===== src/rtl/hack_loader_pkg.sv =====
// Shared types and constants for the Hack program loader.
package hack_loader_pkg;
    localparam int WORD_W   = 16;
    localparam bit HI_FIRST = 1'b1;

    typedef enum logic [2:0] {
        LEN_HI, LEN_LO, DATA_HI, DATA_LO, CSUM_HI, CSUM_LO, DONE, ERROR
    } ld_state_t;
endpackage


===== src/rtl/hack_loader_word_asm.sv =====
// Byte-pair to word assembler shared by the length, data and checksum fields.
module hack_loader_word_asm
    import hack_loader_pkg::*;
(
    input  logic              clk,
    input  logic              reset,
    input  logic              byte_valid,
    input  logic              lo_phase,
    input  logic [7:0]        byte_data,
    output logic [WORD_W-1:0] word,
    output logic              word_valid
);
    logic [7:0] hi_q;

    always_ff @(posedge clk or posedge reset) begin
        if (reset)                       hi_q <= '0;
        else if (byte_valid && !lo_phase) hi_q <= byte_data;
    end

    // Word is combinational so the FSM can act on it in the same cycle as the second byte.
    assign word       = HI_FIRST ? {hi_q, byte_data} : {byte_data, hi_q};
    assign word_valid = byte_valid && lo_phase;
endmodule


===== src/rtl/hack_prog_loader.sv =====
// Streams a Hack image into instruction memory while holding the CPU in reset.
// Optional checksum verification: define LOADER_CHECKSUM_EN.
module hack_prog_loader
    import hack_loader_pkg::*;
#(
    parameter int ADDR_W    = 15,
    parameter int MAX_WORDS = 32768
) (
    input  logic              clk,
    input  logic              reset,
    input  logic              start,
    input  logic              rx_valid,
    input  logic [7:0]        rx_data,
    output logic              rx_ready,
    output logic              imem_we,
    output logic [ADDR_W-1:0] imem_addr,
    output logic [15:0]       imem_din,
    output logic              cpu_hold,
    output logic              done,
    output logic              error
);
    ld_state_t         state, state_nxt;
    logic              accept, lo_phase, word_valid, last_word, restart;
    logic [WORD_W-1:0] word, len;
    logic [ADDR_W:0]   cnt;

`ifdef LOADER_CHECKSUM_EN
    localparam ld_state_t END_ST = CSUM_HI;
    logic [WORD_W-1:0] sum;
`else
    localparam ld_state_t END_ST = DONE;
`endif

    assign accept    = rx_valid && rx_ready;
    assign lo_phase  = (state == LEN_LO) || (state == DATA_LO) || (state == CSUM_LO);
    assign last_word = (32'(cnt) + 32'd1) == 32'(len);
    assign restart   = start && ((state == DONE) || (state == ERROR));

    hack_loader_word_asm u_asm (
        .clk        (clk),
        .reset      (reset),
        .byte_valid (accept),
        .lo_phase   (lo_phase),
        .byte_data  (rx_data),
        .word       (word),
        .word_valid (word_valid)
    );

    always_ff @(posedge clk or posedge reset) begin
        if (reset) state <= LEN_HI;
        else       state <= state_nxt;
    end

    always_comb begin
        state_nxt = state;
        case (state)
            LEN_HI:  if (accept) state_nxt = LEN_LO;
            LEN_LO:  if (accept) begin
                if (word == '0)                  state_nxt = END_ST;
                else if (int'(word) > MAX_WORDS) state_nxt = ERROR;
                else                             state_nxt = DATA_HI;
            end
            DATA_HI: if (accept) state_nxt = DATA_LO;
            DATA_LO: if (accept) state_nxt = last_word ? END_ST : DATA_HI;
`ifdef LOADER_CHECKSUM_EN
            CSUM_HI: if (accept) state_nxt = CSUM_LO;
            CSUM_LO: if (accept) state_nxt = (word == sum) ? DONE : ERROR;
`endif
            DONE, ERROR: if (start) state_nxt = LEN_HI;
            default: state_nxt = state;
        endcase
    end

    always_comb begin
        rx_ready = 1'b1;
        cpu_hold = 1'b1;
        done     = 1'b0;
        error    = 1'b0;
        case (state)
            DONE:    begin rx_ready = 1'b0; cpu_hold = 1'b0; done = 1'b1; end
            ERROR:   begin rx_ready = 1'b0; error = 1'b1; end
            default: ;
        endcase
    end

    always_ff @(posedge clk or posedge reset) begin
        if (reset) begin
            cnt       <= '0;
            len       <= '0;
            imem_we   <= 1'b0;
            imem_addr <= '0;
            imem_din  <= '0;
        end else begin
            imem_we <= 1'b0;
            if (restart) cnt <= '0;
            if (state == LEN_LO && word_valid) len <= word;
            if (state == DATA_LO && word_valid) begin
                imem_we   <= 1'b1;
                imem_din  <= word;
                imem_addr <= cnt[ADDR_W-1:0];
                cnt       <= cnt + 1'b1;
            end
        end
    end

`ifdef LOADER_CHECKSUM_EN
    always_ff @(posedge clk or posedge reset) begin
        if (reset)                                sum <= '0;
        else if (restart)                         sum <= '0;
        else if (state == DATA_LO && word_valid)  sum <= sum + word;
    end
`endif
endmodule


===== config.mk =====
export PLATFORM = sky130hd
export DESIGN_NAME = hack_prog_loader
export DESIGN_NICKNAME = d
export VERILOG_FILES = /design/src/rtl/hack_loader_pkg.sv /design/src/rtl/hack_loader_word_asm.sv /design/src/rtl/hack_prog_loader.sv
export SDC_FILE = /design/constraint.sdc
export NUM_CORES = 1
export LEC_CHECK = 0
export CAP_MARGIN = 20
export CORE_MARGIN = 2
export CORE_UTILIZATION = 40
export DETAILED_ROUTE_END_ITERATION = 8
export GPL_ROUTABILITY_DRIVEN = 0
export GPL_TIMING_DRIVEN = 0
export PLACE_DENSITY = 0.68
export RECOVER_POWER = 50
export SYNTH_ARGS = -nofsm -noshare
export SYNTH_HDL_FRONTEND = slang
export SYNTH_SLANG_ARGS = --single-unit

===== constraint.sdc =====
create_clock -name clk -period 5.2 [get_ports clk]
set_input_delay 0.78 -clock clk [delete_from_list [all_inputs] [get_ports clk]]
set_output_delay 0.78 -clock clk [all_outputs]
set_load 0.02 [all_outputs]

==> reports/results.tsv, run 1 <==
metric	value	unit
Area after DPL	4200	um^2
Setup violations, final	0	
CTS tree	done	
ys async rst share	100	%
Ports	48	
count leader, synth	nand2_1	
initial detailed-routing violation count	93	
Core ar.	8680	um^2
Clock Path Buffers	2	
crit path DAT	3.15	ns
Post-synth EDFFs	0	
GRT Total Usage	17.1	%
overall power	2.12	mW
vias in the first global route	2754	
worst min path class	flip-flop to flip-flop	
Unique masters post-synth	45	
GRT overflow	0	
synthesized flop and latch total	75	
post-CTS resize count	0	
Final Instance Area	4390	um^2
Fin. Hold Viols	0	
CTS buffer count	9	
clock sinks	75	
Data required, critical path	5.45	ns
Placement Setup Slack	2.08	ns
final WL	7.94	mm
Synth Instances	366	
maxcap violations	0	
fin crit share	55.8	%
H-tree lvl count	3	
Synth warnings	0	
die height	98.4	um
worst skew pair latency	0.36	ns
Routed WL per cell	14.8	um
top cells by area, synth	dfrtp_1 53%, nand2_1 11%, mux2_2 7.6%	
CP startpoint kind	input pin	
Setup WS post-layout	2.30	ns
relative slew slack	16.2	%
First-pass DRT Iterations	4	
top cell type by total area after synthesis	dfrtp_1	
share of cells above drive strength 1	14.7	%
worst slew pin tran	1.25	ns
Initial Utilization	41.0	%
Cell Pwr Density	484	nW/um^2
syn nets	379	
average via count per standard cell	5.20	
CP Class	input pin to flip-flop	
Leakage Power	2.06	nW
global-route wire length before repair	13.2	mm
CP max FO	10	
Fin Setup TNS	0	ns
Routed Antenna Nets	0	
total die area	9670	um^2
synth cell count leaders	101 x nand2_1, 75 x dfrtp_1, 25 x o21ai_0	
DRC Markers	0	
Site Rows	34	
Reg clk slew, reported paths	0.09	ns
initial antenna violation count	0	
CP most frequent cell	clkbuf_1	
Mapped Area	3560	um^2
Antenna Cells	0	
syn_area_per_cell	9.73	um^2
top-area cell type share of the netlist area	52.7	%
DR vias	2796	
Final nets	438	
slowest cell delay on critical path	0.59	ns
Tmin final	2.90	ns
critical path's slowest cell	dlygate4sd3_1	
CP Cell Sequence	dlygate4sd3_1, nand2_1, or3_1, clkbuf_1, and2_0, clkbuf_1, o21ai_0, o41ai_1	
Fmax	345	MHz
worst clock skew	0.0188	ns
Critical Path End Type	flip-flop	
largest net degree at the start of global routing	50	
outcome	finished, final reports clean	
register area share after synthesis	52.7	%
VDD IR-drop max	245	uV
final slew viol count	0	
placed wire-length estimate after detailed placement	5.81	mm
Synth Flop Type	dfrtp_1	
port bufs	47	
CTS Hold Buffers Added	0	
post-CTS setup buffer count	0	
DIE WIDTH	98.4	um
root buf cell	clkbuf_8	
RSZ-0062 raised after global routing	no	
Layout area overhead	23.2	%
[final cells by class]
class                   instances  area, um^2
flip-flops and latches         75        1880
clock buffers                   9         124
fillers                       826        4290
well taps                     108         135
clock inverters                 7        68.8
repair buffers                 48         498
plain buffers                  22        96.3
multi-input cells             264        1570
inverters                       5        20.0
[metal layers]
layer	track usage (%)	routed length, um	vias up
li1	-	-	1370
met1	22.9	3690	1327
met2	26.3	3620	78
met3	3.65	386	21
met4	8.43	245	0
met5	0	0	-
[power breakdown]
part / internal [mW] / switching [mW] / total (mW)
clock: 0.188 / 0.254 / 0.442
sequential: 0.756 / 0.144 / 0.900
combinational: 0.368 / 0.413 / 0.781
[flip-flops by register name (all words and copies together) (netlist names)]
| signal | cells |
|---|---|
| len | 16 |
| imem_we | 1 |
| imem_din | 16 |
| cnt | 16 |
| imem_addr | 15 |
| state | 3 |
| u_asm.hi_q | 8 |
[cells in the final DEF (no fill, tap or decap), types with 2 or more instances in the layout]
cell,n
clkinv_4,2
and2_0,2
nor4_1,6
o21ai_0,25
and3_2,2
xor2_1,8
nand3_2,2
buf_2,9
clkbuf_8,9
nor2_1,11
dfrtp_1,75
clkdlybuf4s50_1,36
mux2i_1,2
nand3_1,12
inv_6,2
and2_1,3
and3_1,2
clkbuf_2,2
nand4_1,2
dlygate4sd3_1,11
o41ai_1,3
nand2_1,101
inv_1,4
a21oi_1,9
or3_1,2
mux2_2,24
xnor2_1,13
nand3b_1,2
o31ai_1,5
o311a_1,2
nor3_1,4
clkbuf_1,11
inv_8,3
and4_1,4
nand2b_1,2
[cell families (layout without fill, tap and decap cells)]
group / after synthesis / count (layout) / share of synthesized area, %
buffers and inverters: 27 / 91 / 3.23
xor gates and xnor gates: 21 / 21 / 5.17
DFF: 75 / 75 / 52.7
AOI/OAI and AO/OA: 52 / 52 / 8.89
adders and majority gates: 1 / 1 / 0.351
and+or+nand+nor: 164 / 164 / 21.5
muxes: 26 / 26 / 8.15
[metrics by stage]
stage	hold WS, ns	instances	util, %
floorplan	0.473	366	-
global placement	0.458	521	48.0
global route	0.495	538	50.6
detailed placement	0.462	522	48.4
finish	0.470	538	50.6
CTS	0.483	538	50.6
[critical path: cells and delay by family]
family | cells | cell delay (ns)
buffers and inverters | 3 | 1.47
AO/OA/AOI/OAI | 2 | 0.25
AND/OR/NAND/NOR | 3 | 0.64
[path summary, 6_finish.rpt]
| check | startpoint | to | slack [ns] | cells past startpoint |
|---|---|---|---|---|
| max in group asynchronous | reset | len[14] | 3.31 | 3 |
| min in group asynchronous | reset | cnt[3] | 1.12 | 2 |
| worst max register to register | state[2] | cnt[12] | 2.82 | 7 |
| worst min-delay path | imem_addr[3] | imem_addr[3] | 0.47 | 2 |
| worst min register to register | imem_addr[3] | imem_addr[3] | 0.47 | 2 |
| worst max-delay path | rx_valid | cnt[12] | 2.30 | 8 |
Note: power is estimated with default switching activity, not from simulation.
==> run 2, diff against run 1 <==
clock period = 2.7 ns   (was 5.2 ns; I/O delays follow)
==> reports/results.tsv, run 2 (synthesized netlist as in run 1, its figures left out) <==
metric	value	unit
Routed WL per cell	14.7	um
Layout area overhead	23.2	%
root buf cell	clkbuf_8	
part of the power in registers	42.4	%
Critical Path End Type	flip-flop	
share of cells above drive strength 1	14.7	%
initial detailed-routing violation count	93	
CP delay by family, top	buffers and inverters	
average via count per standard cell	5.20	
Leakage Power	2.06	nW
Data required, critical path	2.95	ns
slowest cell delay on critical path	0.46	ns
met2 wire length	3.61	mm
CTS buffer count	9	
most frequent cells in the layout	101 x nand2_1, 75 x dfrtp_1, 37 x clkdlybuf4s50_1	
clock sinks	75	
VDD IR-drop max	471	uV
worst clock skew	0.0188	ns
Fin. Hold Viols	0	
Setup violations, final	0	
die height	98.4	um
post-CTS setup buffer count	0	
post-CTS resize count	0	
Final nets	438	
setup slack, reg-to-reg	0.32	ns
critical path's slowest cell	clkdlybuf4s50_1	
Clock Path Buffers	2	
CP Cell Sequence	clkdlybuf4s50_1, nand2_1, or3_1, clkbuf_1, and2_0, clkbuf_1, o21ai_0, o41ai_1	
Metal-1 WL	3.69	mm
relative slew slack	16.2	%
Fmax	416	MHz
DR vias	2798	
worst slew pin tran	1.25	ns
total die area	9670	um^2
CTS Hold Buffers Added	0	
Tmin final	2.41	ns
CP max FO	10	
Reg clk slew, reported paths	0.09	ns
Cell Pwr Density	932	nW/um^2
RSZ-0062 raised after global routing	no	
GRT overflow	0	
CP Class	input pin to flip-flop	
Ports	48	
placed wire-length estimate after detailed placement	5.81	mm
combinational fraction of design power	36.8	%
Cell Int Power	2.53	mW
Routed Antenna Nets	0	
Antenna Cells	0	
crit path DAT	2.65	ns
CP startpoint kind	input pin	
First-pass DRT Iterations	4	
port bufs	47	
initial antenna violation count	0	
Placement Setup Slack	-0.0458	ns
sw frac	38.2	%
fin crit share	89.1	%
global-route wire length before repair	13.2	mm
hold path start	imem_addr[3]	
Initial Utilization	41.0	%
CP startpoint	rx_valid	
CP Buf/Inv Count	3	
worst skew pair latency	0.36	ns
outcome	finished, final reports clean	
final slew viol count	0	
worst hold slack	0.470	ns
largest net degree at the start of global routing	50	
worst min path class	flip-flop to flip-flop	
uppermost layer routed	met4	
biggest regs	cnt: 16 flops, imem_din: 16 flops, len: 16 flops	
final WL	7.93	mm
vias in the first global route	2754	
met3 wire len	380	um
commonest non-fill, non-tap cell in the layout	nand2_1	
Site Rows	34	
Final Instance Area	4390	um^2
DIE WIDTH	98.4	um
Net Sw Power	1.56	mW
H-tree lvl count	3	
CP most frequent cell	clkbuf_1	
Clk pwr share	20.8	%
RR Startpoint	state[2]	
GRT Total Usage	17.1	%
Core ar.	8680	um^2
CTS tree	done	
Setup WS post-layout	0.293	ns
Area after DPL	4200	um^2
maxcap violations	0	
DRC Markers	0	
run 2: cell type report:
| class | instances | area (um^2) |
|---|---|---|
| clock buffers | 9 | 124 |
| repair buffers | 48 | 498 |
| inverters | 5 | 20.0 |
| plain buffers | 22 | 96.3 |
| well taps | 108 | 135 |
| fillers | 826 | 4290 |
| flip-flops and latches | 75 | 1880 |
| clock inverters | 7 | 68.8 |
| multi-input cells | 264 | 1570 |
run 2: power by group through the flow:
stage	Combinational, mW	Clock, mW	Sequential [mW]
2_1_floorplan	0.832	0	1.85
3_3_place_gp	1.48	0	1.74
3_5_place_dp	1.52	0	1.75
4_1_cts	1.53	0.868	1.74
5_1_grt	1.66	0.919	1.78
6_report	1.51	0.852	1.73
run 2: final timing paths:
check                                to  cells past startpoint
max reg2reg                     cnt[12]                      7
min                        imem_addr[3]                      2
min in group asynchronous        cnt[3]                      2
max                             cnt[12]                      8
min reg2reg                imem_addr[3]                      2
max in group asynchronous       len[14]                      3
run 2: per-layer routing:
layer | vias to the layer above | track usage [%]
met5 | - | 0
met3 | 21 | 3.65
met4 | 0 | 8.43
met2 | 76 | 26.3
li1 | 1371 | -
met1 | 1330 | 22.9
run 2: through the flow:
step                      utilization [%]  std cells  setup TNS, ns  power (mW)
after CTS                            50.6        538              0        4.13
after global routing                 50.6        538              0        4.36
after detailed placement             48.4        522        -0.0881        3.28
final                                50.6        538              0        4.09
after floorplan                         -        366              0        2.68
after global placement               48.0        521         -61.16        3.22
run 2: tightest hold or removal path, delay by kind of cell (launching register included):
| kind | cells | cell delay, ns |
|---|---|---|
| DFF | 1 | 0.34 |
| and+or+nand+nor | 2 | 0.10 |
==> run 3, diff against run 2 <==
CORE_MARGIN = unset   (was 2)
REMOVE_ABC_BUFFERS = 1   (was unset)
==> reports/results.tsv, run 3 (synthesized netlist as in run 1, its figures left out) <==
metric	value	unit
die height	96.4	um
CP Buf/Inv Count	2	
Setup violations, final	0	
initial antenna violation count	0	
Placement Setup Slack	-0.302	ns
overall power	4.23	mW
violated checks	max-capacitance violations, max-slew violations	
Metal-1 WL	3.73	mm
Fin. Hold Viols	0	
Critical Path End Type	flip-flop	
CTS buffer count	9	
Clock Path Buffers	2	
Antenna Cells	0	
Core ar.	8680	um^2
Initial Utilization	41.0	%
GRT overflow	0	
biggest regs	cnt: 16 flops, imem_din: 16 flops, len: 16 flops	
Layout area overhead	22.8	%
uppermost layer routed	met4	
CP most frequent cell	nor4_1	
Final nets	419	
fin crit share	89.4	%
met3 wire len	277	um
worst min path class	input pin to async pin	
CP startpoint kind	input pin	
non-filler instance count after layout	519	
share of cells above drive strength 1	13.6	%
VDD IR-drop max	607	uV
CTS Hold Buffers Added	0	
clock sinks	75	
CP delay by family, top	simple AND/OR/NAND/NOR gates	
final WL	7.66	mm
Ports	48	
First-pass DRT Iterations	4	
relative slew slack	-7.87	%
CP Class	input pin to flip-flop	
worst skew pair latency	0.35	ns
Cell Pwr Density	968	nW/um^2
crit path DAT	2.70	ns
largest net degree at the start of global routing	75	
H-tree lvl count	3	
root buf cell	clkbuf_8	
slowest cell delay on critical path	0.52	ns
maxcap violations	1	
port bufs	47	
vias in the first global route	2694	
Site Rows	34	
Tmin final	2.41	ns
worst clock skew	0.00820	ns
CP Cell Sequence	clkdlybuf4s50_1, nand2_1, or3_4, buf_12, nor4_1, nand3_1, nor4_1, a21o_1	
met2 wire length	3.61	mm
total die area	9280	um^2
CTS tree	done	
DIE WIDTH	96.4	um
Routed Antenna Nets	0	
most frequent cells in the layout	101 x nand2_1, 75 x dfrtp_1, 40 x clkdlybuf4s50_1	
final slew viol count	75	
RSZ-0062 raised after global routing	no	
Fin Setup TNS	0	ns
Data required, critical path	2.99	ns
DR vias	2746	
GRT Total Usage	18.8	%
outcome	complete, but fails checks	
Setup WS post-layout	0.287	ns
Post-Place Cells	503	
worst slew pin tran	1.62	ns
average via count per standard cell	5.29	
Reg clk slew, reported paths	0.08	ns
global-route wire length before repair	13.1	mm
DRC Markers	0	
placed wire-length estimate after detailed placement	5.15	mm
Fmax	414	MHz
critical path's slowest cell	clkdlybuf4s50_1	
Leakage Power	2.01	nW
Routed WL per cell	14.8	um
FILL cells	849	
commonest non-fill, non-tap cell in the layout	nand2_1	
CP max FO	33	
initial detailed-routing violation count	146	
[run 3: layout make-up]
cell class                      instances  area [um^2]  share of cell area [%]
Timing Repair Buffer                   51          534                    12.2
Clock inverter                          4         72.6                    1.66
Tap cell                              108          135                    3.09
Sequential cell                        75         1880                    42.9
Multi-Input combinational cell        264         1570                    36.0
Clock buffer                           12          155                    3.55
Inverter                                5         23.8                   0.544
[run 3: where the power goes]
group	internal (mW)	switching [mW]
logic	0.725	0.773
clock network	0.570	0.415
registers	1.46	0.292
total	2.75	1.48
[run 3: final timing paths]
| check | endpoint | slack [ns] | from | depth (start not counted) |
|---|---|---|---|---|
| hold reg to reg | imem_addr[12] | 0.47 | imem_addr[12] | 2 |
| setup / recovery | state[2] | 0.29 | rx_valid | 8 |
| max in group asynchronous | cnt[3] | 0.58 | reset | 3 |
| setup reg to reg | state[2] | 0.36 | cnt[0] | 7 |
| hold / removal | imem_we | 0.37 | reset | 2 |
| min in group clk | imem_addr[12] | 0.47 | imem_addr[12] | 2 |
[run 3: routing by layer]
layer,vias up,track usage [%]
li1,1341,-
met1,1348,26.3
met2,53,28.4
met3,4,4.03
met4,0,7.48
met5,-,0
[run 3: timing repair]
item                                    in CTS  in global routing
setup buffers                                0                  0
gates resized for setup                      0                  3
hold endpoints to repair                     0                  0
endpoints found under the setup margin       0                 15
[run 3: worst register-to-register path, cell delays in order, from the launching register on]
cell	delay (ns)
dfrtp_1	0.49
ha_1	0.33
nand3_2	0.13
or3_4	0.38
or2_4	0.26
or3_1	0.35
a2bb2oi_1	0.20
a21o_1	0.14
[run 3: metrics by stage]
step / util [%] / hold slack [ns] / area, um^2
2_1_floorplan: - / 0.473 / 3460
3_3_place_gp: 46.9 / 0.461 / 4070
3_5_place_dp: 48.0 / 0.462 / 4170
4_1_cts: 50.6 / 0.261 / 4390
5_1_grt: 50.4 / 0.376 / 4370
6_report: 50.4 / 0.368 / 4370
